`src/rtl/eth_tx_arbiter.sv`:
```
// eth_tx_arbiter
//   Round-robin arbiter sharing one RMII transmit dibit stream between
//   NUM_SRC frame producers. Each frame: 31 preamble dibits (01) and the SFD
//   dibit (11), then the granted source's dibits, then IPG_DIBITS idle cycles.
//   A granted source that never presents a valid dibit within START_TIMEOUT
//   DATA cycles loses its grant and err_timeout pulses for one cycle.
//
// Ports
//   clk         50 MHz RMII-domain clock
//   rst         asynchronous, active-high reset
//   req         per-source frame request (level, sampled only in IDLE)
//   src_axiiv   per-source dibit valid
//   src_axiid   per-source dibit, source i on bits [2i+1:2i]
//   gnt         one-hot grant, high while the source owns the stream
//   axiov       output dibit valid (registered)
//   axiod       output dibit (registered)
//   busy        high whenever the arbiter is not idle (registered)
//   err_timeout one-cycle pulse when a grant is aborted by timeout
module eth_tx_arbiter #(
  parameter int NUM_SRC       = 2,
  parameter int IPG_DIBITS    = 48,
  parameter int START_TIMEOUT = 16
) (
  input  logic                   clk,
  input  logic                   rst,
  input  logic [NUM_SRC-1:0]     req,
  input  logic [NUM_SRC-1:0]     src_axiiv,
  input  logic [2*NUM_SRC-1:0]   src_axiid,
  output logic [NUM_SRC-1:0]     gnt,
  output logic                   axiov,
  output logic [1:0]             axiod,
  output logic                   busy,
  output logic                   err_timeout
);

  localparam int PRE_LEN = 32;
  localparam int CNT_MAX_A = (IPG_DIBITS > PRE_LEN) ? IPG_DIBITS : PRE_LEN;
  localparam int CNT_MAX   = (START_TIMEOUT > CNT_MAX_A) ? START_TIMEOUT : CNT_MAX_A;
  localparam int CNT_W     = $clog2(CNT_MAX + 1);
  localparam int SEL_W     = (NUM_SRC > 1) ? $clog2(NUM_SRC) : 1;

  typedef enum logic [1:0] {
    S_IDLE,
    S_PRE,
    S_DATA,
    S_GAP
  } state_t;

  state_t             r_state, w_state;
  logic [SEL_W-1:0]   r_sel, w_sel;
  logic [SEL_W-1:0]   r_ptr, w_ptr;
  logic [CNT_W-1:0]   r_cnt, w_cnt;
  logic               r_seen, w_seen;
  logic [NUM_SRC-1:0] r_gnt, w_gnt;
  logic               r_axiov, w_axiov;
  logic [1:0]         r_axiod, w_axiod;
  logic               r_busy, w_busy;
  logic               r_err, w_err;

  logic [SEL_W-1:0]   w_pick, w_lo, w_hi;
  logic               w_lo_found, w_hi_found;
  logic               w_sv;
  logic [1:0]         w_sd;
  logic [SEL_W-1:0]   w_ptr_next;

  // Round-robin pick: lowest requester at/after the pointer, else wrap to the
  // lowest requester overall.
  always_comb begin
    w_lo       = '0;
    w_hi       = '0;
    w_lo_found = 1'b0;
    w_hi_found = 1'b0;
    for (int unsigned i = 0; i < NUM_SRC; i++) begin
      if (req[i] && !w_lo_found) begin
        w_lo       = SEL_W'(i);
        w_lo_found = 1'b1;
      end
      if (req[i] && !w_hi_found && (SEL_W'(i) >= r_ptr)) begin
        w_hi       = SEL_W'(i);
        w_hi_found = 1'b1;
      end
    end
    w_pick = w_hi_found ? w_hi : w_lo;
  end

  assign w_sv       = src_axiiv[r_sel];
  assign w_sd       = src_axiid[{r_sel, 1'b0} +: 2];
  assign w_ptr_next = (r_sel == SEL_W'(NUM_SRC - 1)) ? '0 : r_sel + 1'b1;

  always_comb begin
    w_state = r_state;
    w_sel   = r_sel;
    w_ptr   = r_ptr;
    w_cnt   = r_cnt;
    w_seen  = r_seen;
    w_gnt   = r_gnt;
    w_axiov = 1'b0;
    w_axiod = 2'b00;
    w_err   = 1'b0;

    unique case (r_state)
      S_IDLE: begin
        if (|req) begin
          w_sel   = w_pick;
          w_cnt   = '0;
          w_state = S_PRE;
        end
      end

      S_PRE: begin
        w_axiov = 1'b1;
        if (r_cnt == CNT_W'(PRE_LEN - 1)) begin
          w_axiod = 2'b11;
          w_gnt   = '0;
          w_gnt[r_sel] = 1'b1;
          w_cnt   = '0;
          w_seen  = 1'b0;
          w_state = S_DATA;
        end else begin
          w_axiod = 2'b01;
          w_cnt   = r_cnt + 1'b1;
        end
      end

      S_DATA: begin
        if (r_seen && !w_sv) begin
          w_gnt   = '0;
          w_cnt   = '0;
          w_ptr   = w_ptr_next;
          w_state = S_GAP;
        end else if (!r_seen && !w_sv && (r_cnt == CNT_W'(START_TIMEOUT - 1))) begin
          w_gnt   = '0;
          w_err   = 1'b1;
          w_cnt   = '0;
          w_ptr   = w_ptr_next;
          w_state = S_GAP;
        end else begin
          w_axiov = w_sv;
          w_axiod = w_sd;
          if (w_sv) begin
            w_seen = 1'b1;
          end
          // cnt only measures the wait for the first valid dibit
          if (!r_seen) begin
            w_cnt = r_cnt + 1'b1;
          end
        end
      end

      S_GAP: begin
        if (r_cnt == CNT_W'(IPG_DIBITS - 1)) begin
          w_cnt   = '0;
          w_state = S_IDLE;
        end else begin
          w_cnt = r_cnt + 1'b1;
        end
      end

      default: begin
        w_state = S_IDLE;
      end
    endcase

    w_busy = (w_state != S_IDLE);
  end

  always_ff @(posedge clk or posedge rst) begin
    if (rst) begin
      r_state <= S_IDLE;
      r_sel   <= '0;
      r_ptr   <= '0;
      r_cnt   <= '0;
      r_seen  <= 1'b0;
      r_gnt   <= '0;
      r_axiov <= 1'b0;
      r_axiod <= 2'b00;
      r_busy  <= 1'b0;
      r_err   <= 1'b0;
    end else begin
      r_state <= w_state;
      r_sel   <= w_sel;
      r_ptr   <= w_ptr;
      r_cnt   <= w_cnt;
      r_seen  <= w_seen;
      r_gnt   <= w_gnt;
      r_axiov <= w_axiov;
      r_axiod <= w_axiod;
      r_busy  <= w_busy;
      r_err   <= w_err;
    end
  end

  assign gnt         = r_gnt;
  assign axiov       = r_axiov;
  assign axiod       = r_axiod;
  assign busy        = r_busy;
  assign err_timeout = r_err;

endmodule
```
`config.mk`:
```
export PLATFORM = sky130hd
export DESIGN_NAME = eth_tx_arbiter
export DESIGN_NICKNAME = d
export VERILOG_FILES = /design/src/rtl/eth_tx_arbiter.sv
export SDC_FILE = /design/constraint.sdc
export NUM_CORES = 1
export LEC_CHECK = 0
export BUFFER_PORTS_ARGS = -buffer_cell sky130_fd_sc_hd__buf_2
export CAP_MARGIN = 0
export CORE_MARGIN = 4
export CORE_UTILIZATION = 48
export DETAILED_ROUTE_END_ITERATION = 8
export PLACE_DENSITY = 0.76
export SLEW_MARGIN = 20
export SYNTH_ARGS = -nofsm -noshare
export SYNTH_HDL_FRONTEND = slang
export SYNTH_SLANG_ARGS = --single-unit
```
`constraint.sdc`:
```
create_clock -name clk -period 2.6 [get_ports clk]
set_clock_uncertainty 0.1 [all_clocks]
set_input_delay 0.39 -clock clk [delete_from_list [all_inputs] [get_ports clk]]
set_output_delay 0.39 -clock clk [all_outputs]
set_load 0.005 [all_outputs]
```
==> metrics.cfg, run 1 <==
[run_status]
status=complete, no violations

[logic_synthesis]
synth-xor-area-share=0
ys_async_sr_fraction=1.00
ys_seq_area_frac=0.433
yosysTopAreaCellShare=0.433
yosys.area_share.simple=0.189
synth_edf_count=0
synth_fp_nets=128
synth_top_family_by_area=compound AO/OA/AOI/OAI gates
syn_avg_cell_area_sq_um=9.21
syn_area_sq_um=1040
postSynthCellCount=113
yosysTopAreaCell=dfrtp_1
synth_ff_type=dfrtp_1
synth_compound_area_frac=0.228
synth_seq_cells=18
synth_area_leaders=dfrtp_1 (43%), ha_1 (6.0%), nand2_1 (5.0%)
ys_types=36
yosys_warnings=0
synth-adder-area-share=0.0601
muxShareOfSynthArea=0.0433

[clocking]
tritoncts=yes
cts_resized=0
h-tree-depth=1
clockBufferDepth=2
clkLatencyLatePin_ns=0.29
post_cts_buffers=0
cts_root_buffer=clkbuf_4
clock-sinks=18
cts-hold-fix-buffers=0
cts-buffers-inserted=3
clk_pin_slew_ns=0.10

[timing]
tightestPinTransition_ns=0.687
hold_slack_ns=0.0792
fin_crit_sh=0.818
drv_slew=0
finalHoldViolCount=0
fin_tns_setup_ns=0
grt_setup_unrepaired=no
setup_viol=0
slew_headroom=0.541
min_period_ns=2.13
fmax_mhz=470
worst_slack_ns=0.472

[worst_setup_path]
arrival_ns=2.20
slowest_delay_ns=0.49
cp_cell_sequence=ha_1, nand4b_1, o21ai_0, nand3_1, o21ai_0, o31ai_1
crit_type=flip-flop to flip-flop
start_kind=flip-flop
cp_common_cell=o21ai_0
critPathMaxFanout=5
cp_slowest_cell=o21ai_0
crit_required_ns=2.67
crit_path_end_kind=flip-flop

[global_routing]
grt.total_usage=0.181
grt_start_max_net_pins=19
antenna_found_initial=0
overflow=0
grt_pass1_wl_um=3750
grt_pass1_vias=814

[placed_design]
portBuffers=16
place_ws_ns=0.518
dp_cells=151
place_congestion=0.811
post-dp-hpwl_um=1680

[power_and_ir_drop]
leakagePower_nw=0.537
p_seq_frac=0.429
power.switching_w=0.000378
intPower_w=0.000617
switching_share=0.380
clkPwrFrac=0.174
vdd_drop_max_v=0.000488
powerDensity_nw_per_um2=854
comb_power_share=0.397

[drt]
vias=901
drc_errors=0
drt_wl_total_um=2280
ant_nets=0
drt-wirelength-per-cell_um=14.7
viasPerCell=5.81
dr.pass1.iters=4
drt_iter0_drc=57

[die]
die_area_sq_um=2980
floorplan.initialDensity=0.520
die_height_um=54.6
die_w_um=54.6
ios=17
num_rows=16
core_sq_um=2000

[finish]
nNetsFinal=144
seq_area_sq_um=450
final_common_cell=dfrtp_1
num-fill-cells=183
drive_gt1_frac=0.195
layout_common_cells=dfrtp_1 (18), buf_2 (16), nand2_1 (14), nor2_1 (9), o21ai_0 (8)
fin_util=0.582
multi_input_area_sq_um=542
diodes=0
syn_to_final_growth_pct=11.9
fin_cells=155

[hold_path]
hold_path_class=input pin to asynchronous set/reset pin

[run]
max_cap_violations=0

-- cells in the mapped netlist, drive strengths merged (2+ instances only) --
master  number
nand2       14
o21a         4
a32o         2
o31ai        2
mux2i        3
dfrtp       18
a41oi        2
nor2b        3
or3          2
a31oi        4
nor2         9
nand3        4
a21oi        5
clkbuf       4
inv          6
o21ai        8
and2         2
ha           5
-- sequential cells by signal, summed over array words and instances (netlist names) --
register and count:
axiod 2, r_ptr 1, r_cnt 6, r_sel 1, r_state 2, r_seen 1, axiov 1, err_timeout 1
busy 1, gnt 2
-- path summary, 6_finish.rpt --
kind                                            from                    to  slack (ns)  cells after the start
worst min-delay path                             rst    gnt[1]$_DFFE_PP0P_        0.08                      2
worst max register to register  r_cnt[0]$_DFFE_PP0P_    gnt[1]$_DFFE_PP0P_        0.47                      6
max in group asynchronous                        rst  r_state[1]$_DFF_PP0_        1.89                      2
min in group clk                              req[0]     r_sel$_DFFE_PP0P_        0.20                      2
worst max-delay path            r_cnt[0]$_DFFE_PP0P_    gnt[1]$_DFFE_PP0P_        0.47                      6
worst min register to register    gnt[0]$_DFFE_PP0P_    gnt[0]$_DFFE_PP0P_        0.44                      2
-- critical path, delay by kind of cell (launching register included) --
kind | cells | cell delay [ns]
adder cells (fa/ha/maj) | 1 | 0.23
AND/OR/NAND/NOR | 2 | 0.47
flip-flops | 1 | 0.40
AO/OA/AOI/OAI | 3 | 0.80
-- through the flow --
stage	cell area, sq um	total power (W)
after global placement	1130	0.000804
after global routing	1160	0.00108
after floorplan	1040	0.000721
final	1160	0.000995
after detailed placement	1130	0.000826
after CTS	1160	0.00100
-- cells by family after synthesis --
kind of cell / after synthesis
buffers and inverters: 11
adders and majority gates: 5
DFF: 18
and+or+nand+nor: 41
AOI/OAI and AO/OA: 34
muxes: 4
-- power by group through the flow --
| stage | logic (W) | clock network (W) | registers (W) |
|---|---|---|---|
| floorplan | 0.000314 | 0 | 0.000406 |
| global placement | 0.000378 | 0 | 0.000426 |
| detailed placement | 0.000396 | 0 | 0.000430 |
| CTS | 0.000398 | 0.000178 | 0.000426 |
| global route | 0.000449 | 0.000193 | 0.000435 |
| finish | 0.000395 | 0.000173 | 0.000426 |
-- final cells by class --
class / instances / share of cell area
Multi-Input combinational cell: 84 / 0.465
Timing Repair Buffer: 16 / 0.0687
Clock buffer: 4 / 0.0311
Inverter: 6 / 0.0193
Sequential cell: 18 / 0.387
Tap cell: 27 / 0.0290
-- metal layers --
metal | routed length, um | track usage | up-vias
li1 | - | - | 436
met1 | 992 | 0.235 | 435
met2 | 1120 | 0.293 | 28
met3 | 148 | 0.0572 | 2
met4 | 13 | 0.0415 | 0
met5 | 0 | 0 | -
Power figures use the tool's default switching activity.
==> run 2: changes to the inputs <==
--- a/config.mk
+++ b/config.mk
@@ -10,7 +10,7 @@
 export CORE_MARGIN = 4
 export CORE_UTILIZATION = 48
 export DETAILED_ROUTE_END_ITERATION = 8
-export PLACE_DENSITY = 0.76
+export PLACE_DENSITY = 0.78
 export SLEW_MARGIN = 20
 export SYNTH_ARGS = -nofsm -noshare
 export SYNTH_HDL_FRONTEND = slang
==> constraint.sdc (replaced) <==
create_clock -name clk -period 1.9 [get_ports clk]
set_clock_uncertainty 0.1 [all_clocks]
set_input_delay 0.285 -clock clk [delete_from_list [all_inputs] [get_ports clk]]
set_output_delay 0.285 -clock clk [all_outputs]
set_load 0.005 [all_outputs]
==> metrics.cfg, run 2 (same netlist as run 1, synthesis figures left out) <==
[timing]
fmax_mhz=547
worst_slack_ns=0.0716
min_period_ns=1.83
setup_viol=0
finalHoldViolCount=0
tightestPinTransition_ns=0.715
drv_slew=0
fin_tns_setup_ns=0
fin_crit_sh=0.962
slew_headroom=0.523

[finish]
diodes=0
drive_gt1_frac=0.352
nNetsFinal=161
num-fill-cells=165
layout_common_cells=dfrtp_1 (18), buf_2 (16), buf_4 (16), nand2_1 (14), nor2_1 (9)
multi_input_area_sq_um=601
final_common_cell=dfrtp_1
largest_register_ffs=6
regMostFlops=r_cnt
syn_to_final_growth_pct=30.0
seq_area_sq_um=450

[global_routing]
grt_start_max_net_pins=19
grt.total_usage=0.189
grt_pass1_wl_um=3970
grt_pass1_vias=915
overflow=0
antenna_found_initial=0

[power_and_ir_drop]
leakagePower_nw=0.623
power.switching_w=0.000599
clkPwrFrac=0.152
switching_share=0.377
p_seq_frac=0.354
vdd_drop_max_v=0.000821
comb_power_share=0.494
intPower_w=0.000989
powerDensity_nw_per_um2=1170

[placed_design]
post-dp-hpwl_um=1770
portBuffers=16
place_congestion=0.891
place_ws_ns=-0.0423

[worst_setup_path]
crit_type=flip-flop to flip-flop
crit_required_ns=1.99
slowest_delay_ns=0.42
cp_cell_sequence=ha_4, nand4b_1, o21ai_1, buf_4, nand3_1, o2bb2ai_2, or2_2
cp_slowest_cell=dfrtp_1
start_kind=flip-flop
arrival_ns=1.92
critPathMaxFanout=5
crit_path_end_kind=flip-flop

[clocking]
cts_root_buffer=clkbuf_4
h-tree-depth=1
clk_pin_slew_ns=0.10
clockBufferDepth=2
cts-buffers-inserted=3
clkLatencyLatePin_ns=0.30
clock-sinks=18
tritoncts=yes

[drt]
drc_errors=0
drt_wl_total_um=2670
drt_iter0_drc=31
vias=1012
drt-wirelength-per-cell_um=15.5
dr.pass1.iters=4
ant_nets=0
viasPerCell=5.88

[die]
die_w_um=54.6
floorplan.initialDensity=0.520
die_area_sq_um=2980
num_rows=16
die_height_um=54.6
core_sq_um=2000
ios=17

[hold_path]
hold_path_class=input pin to flip-flop

[run_status]
status=complete, no violations

[run]
max_cap_violations=0

==> run 2: cell types whose count changed in the layout (fill, tap and decap cells not counted), moves of 2 or more <==
cell,before,now
nand3_1,4,2
ha_1,5,2
ha_2,0,2
nand3_2,0,2
buf_4,0,16
o21ai_1,0,3
o21ai_0,8,4
==> run 2: worst paths after layout <==
| path | from | to | slack, ns | cells past startpoint |
|---|---|---|---|---|
| worst max register to register | r_cnt[1]$_DFFE_PP0P_ | busy$_DFF_PP0_ | 0.07 | 7 |
| worst min register to register | gnt[1]$_DFFE_PP0P_ | gnt[1]$_DFFE_PP0P_ | 0.42 | 2 |
| max in group asynchronous | rst | r_sel$_DFFE_PP0P_ | 0.72 | 3 |
| worst max-delay path | r_cnt[1]$_DFFE_PP0P_ | busy$_DFF_PP0_ | 0.07 | 7 |
| worst min-delay path | req[0] | r_sel$_DFFE_PP0P_ | 0.18 | 2 |
| min in group asynchronous | rst | gnt[0]$_DFFE_PP0P_ | 0.53 | 3 |
==> run 2: layout make-up <==
| type | count | share of cell area |
|---|---|---|
| multi-input combinational | 84 | 0.444 |
| inverter | 6 | 0.0166 |
| tap | 27 | 0.0250 |
| clock buffer | 4 | 0.0268 |
| timing repair buffer | 33 | 0.155 |
| sequential | 18 | 0.333 |
==> run 2: power by group through the flow <==
stage / combinational, W / clock [W] / sequential, W
after floorplan: 0.000430 / 0 / 0.000556
after global placement: 0.000644 / 0 / 0.000560
after detailed placement: 0.000659 / 0 / 0.000562
after CTS: 0.000694 / 0.000245 / 0.000554
after global routing: 0.000881 / 0.000258 / 0.000575
final: 0.000785 / 0.000241 / 0.000562
==> run 2: worst max-delay path, delay by kind of cell (launching register included) <==
kind                     cells  cell delay (ns)
AO/OA/AOI/OAI                2             0.33
adder cells (fa/ha/maj)      1             0.17
AND/OR/NAND/NOR              3             0.55
flip-flops                   1             0.42
buffers and inverters        1             0.16
==> run 2: stage by stage <==
step	instances	utilization	hold WS [ns]	total power [W]	instance area [sq um]
2_1_floorplan	113	-	0.124	0.000986	1040
3_3_place_gp	162	0.605	0.318	0.00120	1210
3_5_place_dp	162	0.605	0.326	0.00122	1210
4_1_cts	168	0.632	0.131	0.00149	1260
5_1_grt	172	0.676	0.164	0.00171	1350
6_report	172	0.676	0.180	0.00159	1350
==> run 2: per-layer routing <==
| metal | wire length, um | GRT usage |
|---|---|---|
| met5 | 0 | 0 |
| met2 | 1340 | 0.311 |
| met3 | 179 | 0.0354 |
| met4 | 112 | 0.0954 |
| met1 | 1050 | 0.233 |
==> run 2: what timing repair did <==
item	4_1_cts	5_1_grt
hold endpoints to repair	9	0
pin swaps	0	2
endpoints found under the setup margin	1	11
hold buffers	1	0
gates resized for setup	2	15
buffers inserted	1	4
==> run 3: changes to the inputs <==
--- a/config.mk
+++ b/config.mk
@@ -5,6 +5,7 @@
 export SDC_FILE = /design/constraint.sdc
 export NUM_CORES = 1
 export LEC_CHECK = 0
+export ABC_AREA = 1
 export BUFFER_PORTS_ARGS = -buffer_cell sky130_fd_sc_hd__buf_2
 export CAP_MARGIN = 0
 export CORE_MARGIN = 4
==> metrics.cfg, run 3 <==
[timing]
tightestPinTransition_ns=0.637
setup_viol=0
finalHoldViolCount=0
hold_slack_ns=0.185
min_period_ns=1.73
fin_crit_sh=0.910
slew_headroom=0.575
drv_slew=0
grt_setup_unrepaired=no
fin_tns_setup_ns=0
fmax_mhz=579

[logic_synthesis]
postSynthCellCount=143
synth_fp_nets=158
syn_area_sq_um=1100
synth_top_cells_by_count=nand2_1 (43), inv_1 (20), dfrtp_1 (18)
yosysTopAreaCellShare=0.410
ys_async_sr_fraction=1.00
syn_avg_cell_area_sq_um=7.68
ys_types=22
synth_area_leaders=dfrtp_1 (41%), nand2_1 (15%), inv_1 (6.8%)
ys_seq_area_frac=0.410
yosysTopAreaCell=dfrtp_1
synth_ff_type=dfrtp_1
synth_edf_count=0
yosys_warnings=0
synth_most_common_cell=nand2_1
synth_seq_cells=18

[clocking]
clockBufferDepth=2
h-tree-depth=1
cts-buffers-inserted=3
clkLatencyLatePin_ns=0.30
tritoncts=yes
cts_root_buffer=clkbuf_4
post_cts_buffers=0
clock-sinks=18
clk_pin_slew_ns=0.11

[global_routing]
grt_start_max_net_pins=19
antenna_found_initial=0
overflow=0
grt_pass1_wl_um=3780
grt.total_usage=0.152
grt_pass1_vias=922

[die]
die_height_um=55.8
die_area_sq_um=3120
num_rows=17
core_sq_um=2190
floorplan.initialDensity=0.501
die_w_um=55.8
ios=17

[worst_setup_path]
crit_path_end_kind=flip-flop
crit_required_ns=2.00
r2r-start=r_state[0]$_DFF_PP0_
ff2ff_setup_slack_ns=0.17
start_kind=flip-flop
endpoint=r_cnt[5]$_DFFE_PP0P_
timing.critical_path.from=r_state[0]$_DFF_PP0_
r2r_cells=9
critPathMaxFanout=8
r2r_end=r_cnt[5]$_DFFE_PP0P_
arrival_ns=1.83
crit_type=flip-flop to flip-flop

[power_and_ir_drop]
clkPwrFrac=0.334
comb_power_share=0.114
switching_share=0.247
power.switching_w=0.000175
p_total_w=0.000708
p_seq_frac=0.553
powerDensity_nw_per_um2=562
leakagePower_nw=0.683
intPower_w=0.000533
vdd_drop_max_v=0.000392

[drt]
drt_wl_total_um=2090
vias=938
dr.pass1.iters=3
ant_nets=0
drc_errors=0
viasPerCell=4.89
drt_iter0_drc=11
drt-wirelength-per-cell_um=10.9

[placed_design]
place_area_sq_um=1210
post-dp-hpwl_um=1720
portBuffers=16
place_congestion=0.925

[finish]
finalInstanceArea_sq_um=1260
diodes=0
final_common_cell=nand2_1
fin_util=0.575
layout_common_cells=nand2_1 (43), inv_1 (20), dfrtp_1 (18), nor2_1 (16), buf_2 (16)
largest_register_ffs=6
nNetsFinal=180
syn_to_final_growth_pct=14.7
drive_gt1_frac=0.220
regMostFlops=r_cnt

[run]
max_cap_violations=0

[run_status]
status=complete, no violations

[hold_path]
hold_path_class=input pin to flip-flop

==> run 3: cell count changes in the layout (fill, tap and decap cells not counted), sizes merged, moves of 4 or more <==
cell,delta
a21oi,+4
nand3,+4
o21a,-4
nor2,+8
a31oi,-4
inv,+16
nand2,+36
buf,-16
==> run 3: power groups by stage <==
stage,Sequential [W],Combinational (W),Clock [W]
3_3_place_gp,0.000398,0.0000786,0
2_1_floorplan,0.000398,0.0000579,0
4_1_cts,0.000391,0.0000817,0.000243
5_1_grt,0.000392,0.0000920,0.000259
6_report,0.000391,0.0000805,0.000236
3_5_place_dp,0.000399,0.0000797,0
==> run 3: timing repair <==
item | CTS | global route
hold buffers | 1 | 0
hold endpoints to repair | 18 | 0
gates resized for setup | 0 | 0
==> run 3: worst min path at each step <==
stage | slack, ns | to | cells past startpoint | from
after floorplan | 0.12 | axiod[0]$_DFF_PP0_ | 1 | rst
after global placement | 0.30 | r_cnt[0]$_DFFE_PP0P_ | 2 | rst
after detailed placement | 0.31 | r_cnt[0]$_DFFE_PP0P_ | 2 | rst
after CTS | 0.17 | r_sel$_DFFE_PP0P_ | 3 | req[1]
after global routing | 0.20 | r_sel$_DFFE_PP0P_ | 3 | req[1]
final | 0.18 | r_sel$_DFFE_PP0P_ | 3 | req[1]
==> run 3: worst max-delay path: stages, from the launching register on <==
cell and delay (ns):
dfrtp_1 0.43, inv_1 0.11, ha_1 0.26, inv_1 0.19, nor2_4 0.18, nand2_4 0.08, nand2_1 0.06, inv_1 0.07
nand2_2 0.09, o21ai_2 0.05
==> run 3: through the flow <==
stage / instances / worst slack, ns
final: 192 / 0.172
after global routing: 192 / 0.0675
after floorplan: 143 / 0.379
after global placement: 187 / 0.293
after detailed placement: 187 / 0.220
after CTS: 192 / 0.207
==> run 3: logic make-up (layout without fill, tap and decap cells) <==
kind of cell | Yosys count | in the layout | synth area share
buf+inv | 22 | 43 | 0.0752
xor+xnor | 2 | 2 | 0.0159
fa+ha+maj | 5 | 5 | 0.0569
simple gates | 79 | 79 | 0.351
compound gates | 17 | 17 | 0.0911
flops | 18 | 18 | 0.410
==> run 3: metal layers <==
| metal | global-route usage | share of wire | vias up |
|---|---|---|---|
| li1 | - | - | 485 |
| met4 | 0.0508 | 0.014 | 0 |
| met5 | 0 | 0 | - |
| met2 | 0.277 | 0.50 | 10 |
| met3 | 0.0278 | 0.027 | 4 |
| met1 | 0.177 | 0.46 | 439 |
==> run 3: area by class of cell <==
class,count,area (sq um)
Fill cell,199,931
Tap cell,28,35.0
Timing Repair Buffer,17,90.1
Multi-Input combinational cell,103,566
Inverter,22,82.6
Clock buffer,4,36.3
Sequential cell,18,450
